### config.mk
export PLATFORM = sky130hd
export DESIGN_NAME = ex_mem_stage
export DESIGN_NICKNAME = d
export VERILOG_FILES = /design/src/rtl/ex_mem_stage.sv
export SDC_FILE = /design/constraint.sdc
export NUM_CORES = 1
export LEC_CHECK = 0
export CAP_MARGIN = 10
export CORE_UTILIZATION = 50
export DETAILED_ROUTE_END_ITERATION = 16
export DONT_BUFFER_PORTS = 1
export GPL_TIMING_DRIVEN = 1
export SLEW_MARGIN = 5
export SYNTH_ARGS = -nofsm -noshare
export SYNTH_HDL_FRONTEND = slang
export SYNTH_SLANG_ARGS = --single-unit
### constraint.sdc
create_clock -name clk -period 3.9 [get_ports clk]
set_clock_uncertainty 0.15 [all_clocks]
set_input_delay 0.39 -clock clk [delete_from_list [all_inputs] [get_ports clk]]
set_output_delay 0.39 -clock clk [all_outputs]
set_load 0.02 [all_outputs]
### src/rtl/ex_mem_stage.sv
// ex_mem_stage
//
// Pipeline register between the ALU and the memory stage. ALU results and
// destination metadata are taken under a valid/ready handshake into a
// two-entry buffer (main = head, skid = overflow slot). The skid slot exists
// because in_ready is registered: a stall seen on out_ready only reaches
// in_ready one cycle later, and the result that arrives during that cycle
// needs somewhere to go.
//
// Optional feature macro: OVF_TRAP_EN
//   defined   - a trapping ADD/SUB that overflowed sets trap_pending. The
//               stage then stops accepting until flush, while already
//               buffered entries still drain.
//   undefined - overflow is never qualified. reg_write passes through
//               unmasked and out_ovf_exc stays 0.
//
// Ports
//   clk, rst_n       clock, asynchronous active-low reset
//   in_valid/ready   ALU-side handshake (in_ready is registered)
//   alu_result/zero  ALU outputs, stored bit-exact
//   alu_ovf, chk_ovf overflow flag and "overflow is meaningful" qualifier
//   rd_addr          destination register
//   reg_write        instruction writes rd
//   flush            synchronous kill of all buffered entries
//   out_*            head entry towards the memory stage
//   fwd_valid        head entry is a usable forwarding source

module ex_mem_stage #(
    parameter int n  = 32,
    parameter int RA = 5
) (
    input  logic          clk,
    input  logic          rst_n,
    input  logic          in_valid,
    output logic          in_ready,
    input  logic [n-1:0]  alu_result,
    input  logic          alu_zero,
    input  logic          alu_ovf,
    input  logic          chk_ovf,
    input  logic [RA-1:0] rd_addr,
    input  logic          reg_write,
    input  logic          flush,
    output logic          out_valid,
    input  logic          out_ready,
    output logic [n-1:0]  out_result,
    output logic          out_zero,
    output logic [RA-1:0] out_rd_addr,
    output logic          out_reg_write,
    output logic          out_ovf_exc,
    output logic          fwd_valid
);

    // state | meaning
    // EMPTY | no entry buffered
    // ONE   | main (head) valid
    // TWO   | main and skid valid, in_ready is 0
    typedef enum logic [1:0] {
        EMPTY = 2'd0,
        ONE   = 2'd1,
        TWO   = 2'd2
    } state_t;

    state_t state_q, state_d;

    logic          in_ready_q;
    logic          in_ready_d;
    logic          trap_d;
    logic          trap_q;

    logic          accept;
    logic          pop;
    logic          exc_in;
    logic          rw_in;

    logic          ld_main_in;
    logic          ld_main_skid;
    logic          ld_skid;

    logic [n-1:0]  main_result, skid_result;
    logic          main_zero,   skid_zero;
    logic [RA-1:0] main_rd,     skid_rd;
    logic          main_rw,     skid_rw;
    logic          main_exc,    skid_exc;

`ifdef OVF_TRAP_EN
    assign exc_in = alu_ovf & chk_ovf;
`else
    logic unused_ovf;
    assign unused_ovf = alu_ovf ^ chk_ovf;
    assign exc_in     = 1'b0;
`endif

    // A trapping entry must never write its destination.
    assign rw_in  = reg_write & ~exc_in;

    assign accept = in_valid & in_ready_q;
    assign pop    = out_valid & out_ready;

    always_ff @(posedge clk or negedge rst_n) begin
        if (!rst_n) begin
            state_q    <= EMPTY;
            in_ready_q <= 1'b1;
        end else begin
            state_q    <= state_d;
            in_ready_q <= in_ready_d;
        end
    end

    always_comb begin
        state_d      = state_q;
        ld_main_in   = 1'b0;
        ld_main_skid = 1'b0;
        ld_skid      = 1'b0;
        if (flush) begin
            // Flush wins over everything, including a same-cycle accept.
            state_d = EMPTY;
        end else begin
            case (state_q)
                EMPTY: begin
                    if (accept) begin
                        ld_main_in = 1'b1;
                        state_d    = ONE;
                    end
                end
                ONE: begin
                    if (accept && pop) begin
                        ld_main_in = 1'b1;
                    end else if (accept) begin
                        ld_skid = 1'b1;
                        state_d = TWO;
                    end else if (pop) begin
                        state_d = EMPTY;
                    end
                end
                TWO: begin
                    // in_ready is 0 here, so no accept can coincide.
                    if (pop) begin
                        ld_main_skid = 1'b1;
                        state_d      = ONE;
                    end
                end
                default: state_d = EMPTY;
            endcase
        end
    end

`ifdef OVF_TRAP_EN
    always_comb begin
        trap_d = trap_q;
        if (flush) begin
            trap_d = 1'b0;
        end else if (accept && exc_in) begin
            trap_d = 1'b1;
        end
    end

    always_ff @(posedge clk or negedge rst_n) begin
        if (!rst_n) begin
            trap_q <= 1'b0;
        end else begin
            trap_q <= trap_d;
        end
    end
`else
    assign trap_d = 1'b0;
    assign trap_q = 1'b0;
`endif

    assign in_ready_d = (state_d != TWO) && !trap_d;

    always_ff @(posedge clk or negedge rst_n) begin
        if (!rst_n) begin
            main_result <= '0;
            main_zero   <= 1'b0;
            main_rd     <= '0;
            main_rw     <= 1'b0;
            main_exc    <= 1'b0;
        end else if (ld_main_in) begin
            main_result <= alu_result;
            main_zero   <= alu_zero;
            main_rd     <= rd_addr;
            main_rw     <= rw_in;
            main_exc    <= exc_in;
        end else if (ld_main_skid) begin
            main_result <= skid_result;
            main_zero   <= skid_zero;
            main_rd     <= skid_rd;
            main_rw     <= skid_rw;
            main_exc    <= skid_exc;
        end
    end

    always_ff @(posedge clk or negedge rst_n) begin
        if (!rst_n) begin
            skid_result <= '0;
            skid_zero   <= 1'b0;
            skid_rd     <= '0;
            skid_rw     <= 1'b0;
            skid_exc    <= 1'b0;
        end else if (ld_skid) begin
            skid_result <= alu_result;
            skid_zero   <= alu_zero;
            skid_rd     <= rd_addr;
            skid_rw     <= rw_in;
            skid_exc    <= exc_in;
        end
    end

    assign in_ready      = in_ready_q;
    assign out_valid     = (state_q != EMPTY);
    assign out_result    = main_result;
    assign out_zero      = main_zero;
    assign out_rd_addr   = main_rd;
    assign out_reg_write = main_rw;
    assign out_ovf_exc   = main_exc;
    // Register 0 is hard-wired, so it is never a forwarding source.
    assign fwd_valid     = out_valid & main_rw & (main_rd != '0);

endmodule

Word-level counts from Yosys, hierarchy flattened:

Cells that the tools add are included.

* flip-flop bits (word level): 82
* word-level logic and storage cells: 50
* memory bits (writable): 0
* output and inout port bits: 43
* memory bits (read-only): 0
* bits of input ports: 46
* memories kept: 0
* bits in latches: 0

* multipliers: 0
* bitwise gates (word level): 4
* div/mod/pow operators: 0
* reduce and logical (&&, ||, !) cells: 5
* add/sub/neg operators: 0
* $lt $le $gt $ge: 0
* muxes and demuxes: 27
* equality and inequality tests: 3
* shift-type cells: 0

Operators by type and width (count)
* 2-to-1 mux 32 bit: 2
* 2-to-1 mux 1 bit: 15
* 2-to-1 mux 2 bit: 6
* 2-to-1 mux 5 bit: 2
* case mux 2 bit (3 select lines): 1
* nonzero test 5 bit: 1
* bitwise AND 1 bit: 4
* nonzero test 2 bit: 2
* equality test 2 x 1 -> 1 bit (second input constant): 1
* equality test 2 bit (second input constant): 1
* zero test 2 bit: 1
* inequality test 2 bit (second input constant): 1
* case mux 1 bit (2 select lines): 1
* logical AND 1 bit: 1

Logic depth before layout (Yosys ltp):

* depth in word-level cells: 8
* gate-level depth with buffers: 5
* gate-level depth less buffers: 4

Worst setup path after synthesis:

OpenSTA, ideal clock, no wires.

* path type: register to output
* start: reg main_rd[0], in the netlist out_rd_addr[0]
* end: out fwd_valid
* stages on the path, launching flop included: 3
* path buffers: 0
* required time: 3.360 ns
* setup slack: 2.110 ns
* arrival: 1.250 ns
* cells stage by stage: dfrtp_1 -> or4_1 -> o211a_1

* longest elaborated chain between the ends: 2

RTL lines
* from (decl): RTL line 81 `logic [RA-1:0] main_rd, skid_rd;`
* from (signal assigned): RTL line 181 `main_rd <= rd_addr;`
* from (signal assigned): RTL line 187 `main_rd <= skid_rd;`
* nonzero test 5 bit: RTL line 217 `assign fwd_valid = out_valid & main_rw & (main_rd != '0);`
* bitwise AND 1 bit: RTL line 217
* to (decl): RTL line 50 `output logic fwd_valid`

No other way between the ends.

Final worst setup path:

Ends and elaborated chain as after synthesis.

==> results.md <==
- Status: complete, no violations
- Post-route cell area: 3600 sq um
- Syn_area_per_cell: 12.1 sq um
- CTS tree: yes
- Final Max Tran Viols: 0
- Clock latency on the worst-skew pair: 0.34 ns
- Initial antenna violation count: 0
- Net Sw Frac: 0.290
- Adder-Cell Fraction of Synth Area: 0
- Warnings from Yosys: 0
- Syn Nets: between 300 and 400
- Synth-to-Final Area Change: 8.81%
- Top Metal Used: met4
- Peak VDD IR: between 0.0002 and 0.0003 V
- Fin util: 0.564
- Number of global-route vias before repair: 2,165
- Post-synthesis mux area share: 0.142
- Register area share after synthesis: 0.613
- Final ANT Viol Nets: 0
- CTS Buffer Depth: 2
- # rows: 29
- WL per Instance: between 15 and 20 microns
- Core footprint: 6390 sq um
- Critical path arrival: 1.65 ns
- Cells after Synth: 273
- Number of detailed-route iterations in the first pass: 4
- Setup CP Type: reg -> out
- Required time of the critical path: 3.36 ns
- Sequential power share: 0.595
- Total Power: 2090 uW
- Synth Area in Simple Gates: 0.111
- Post-Place Cells: 340
- Diode count: 0
- Vias: ~2k
- Gp weighted congestion: 0.700
- Clk sinks: 81
- IO Port Bufs: 0
- Most common library cell in the layout ignoring fill and taps: dfrtp_1
- Pint: 1490 uW
- Post-CTS sizing: 0
- Hold WC Path Type: in -> reg
- Final HPWL DP: 3960 microns
- # setup viols final: 0
- Die area: around 7000 sq um
- Grt ovf: 0
- CTS H-tree depth: 3
- Slew headroom: 0.655
- Clk pwr share: 0.282
- Nets: about 320
- Chip width: 83.4 microns
- FF+latch count, synth: 81
- Root Buffer: clkbuf_8
- Die H: 83.4 microns
- Worst-path fanout max: 3
- DRC viols: 0
- Max cap viols: 0
- Min cycle time layout: about 2.2 ns
- Fmax: 457 MHz
- Unique masters post-synth: 26
- Routed WL: 6630 microns
- Fillers: 543
- CTS Hold Bufs: 3
- TritonCTS buffer count: 9
- Share of cells above drive strength 1: 0.221
- Sum Neg Setup Slack: 0 ns
- Gate power share: 0.123
- Reg clk slew, reported paths: 0.08 ns
- Period utilization: 0.561
- IO Count: 89
- Net load switching power: 608 uW
- Area after DPL: roughly 3400 sq um
- First-pass GRT wire length: 11,100 microns
- Xor and xnor fraction of the mapped netlist area: 0
- Crit end category: output port
- WL met2: 3250 microns
- Routed vias/inst: 5.70
- Fin cells: 357
- Worst slew pin tran: 0.516 ns
- Postcts setup bufs: 0
- Initial Util: 0.518
- Total Routing Usage GR: 0.209
- Compound-Gate Fraction of Synth Area: 0.105
- WL met1: 2900 microns
- RSZ-0062 raised after global routing: no
- Mapped cell area: 3310 sq um
- Final hold violation count: 0
- Pwr per Cell Area: 581 nW/um^2
- Largest net degree at the start of global routing: 82
- DR WL met3: 408 microns
- Static leakage: 0.00171 uW
- Iter 0 DRT Violations: 84
- Hold depth: 2
- R2r worst-path depth: 5
- Type of origin of the critical path: flop
- Most frequent cells in the layout: dfrtp_1, nand2_1, a22oi_1
- Largest family of logic cells by synthesized area: multiplexers
## power groups by stage
stage | sequential [uW] | combinational [uW] | clock (uW)
5_1_grt | 1270 | 296 | 639
3_3_place_gp | 1260 | 230 | 0
3_5_place_dp | 1270 | 241 | 0
2_1_floorplan | 1230 | 210 | 0
4_1_cts | 1250 | 264 | 607
6_report | 1250 | 258 | 590
## Yosys cell counts (all sizes together)
cell type   n  area share
nor2b       1      0.0019
nor4        1      0.0038
o21ai       2      0.0030
or2         1      0.0019
or4         1      0.0023
dfstp       1      0.0079
nor2        2      0.0023
o22a        1      0.0026
inv         1      0.0011
a41oi       1      0.0083
o211a       1      0.0030
mux2i       3      0.0091
nand2      78       0.088
clkbuf      2      0.0023
dfrtp      80        0.60
o21a        2      0.0045
or3b        1      0.0026
a22oi      37       0.084
and4bb      1      0.0038
nand4       1      0.0019
nand2b      1      0.0019
buf        14       0.025
conb        1      0.0011
mux2       39        0.13
## registers in the layout, indices dropped and copies added (netlist names)
register,cells
skid_rw,1
skid_rd,5
skid_result,32
out_result,32
out_rd_addr,5
out_reg_write,1
in_ready,1
skid_zero,1
out_zero,1
state_q,2
## path summary, 6_finish.rpt
| kind | startpoint | to | slack, ns |
|---|---|---|---|
| max | out_rd_addr[0] | fwd_valid | 1.71 |
| max reg2reg | in_ready | out_result[5] | 1.75 |
| min in group asynchronous | rst_n | skid_rd[3] | 0.50 |
| min | rd_addr[3] | out_rd_addr[3] | 0.02 |
| max in group asynchronous | rst_n | in_ready | 2.78 |
| min reg2reg | skid_result[7] | out_result[7] | 0.34 |
## through the flow
stage	hold slack [ns]	setup slack [ns]
3_3_place_gp	-0.0541	1.79
3_5_place_dp	-0.0533	1.75
2_1_floorplan	-0.0556	2.11
6_report	0.0236	1.71
4_1_cts	0.00890	1.69
5_1_grt	0.00333	1.62
## cells by family (layout without fill, tap and decap cells)
logic type,count (synthesis),count (layout)
AO/OA/AOI/OAI,44,44
buffers and inverters,17,24
flip-flops,81,81
multiplexers,42,42
other,1,1
AND/OR/NAND/NOR,88,88
## per-layer routing
layer | GRT usage | vias up
met1 | 0.279 | 1016
li1 | - | 952
met4 | 0.0846 | 0
met5 | 0 | -
met3 | 0.0577 | 8
met2 | 0.323 | 59
## worst max-delay path, stage by stage (launching register included)
cell	delay (ns)
dfrtp_1	0.48
or4_1	0.54
o211a_1	0.29
## layout make-up
class                      count  area (sq um)  share of cell area
timing repair buffer           9          92.6              0.0257
clock inverter                 3          42.5              0.0118
tap                           77          96.3              0.0267
multi-input combinational    175          1200               0.332
inverter                       1          3.75             0.00104
sequential                    81          2030               0.563
clock buffer                  11           141              0.0392
Power figures use the tool's default switching activity.
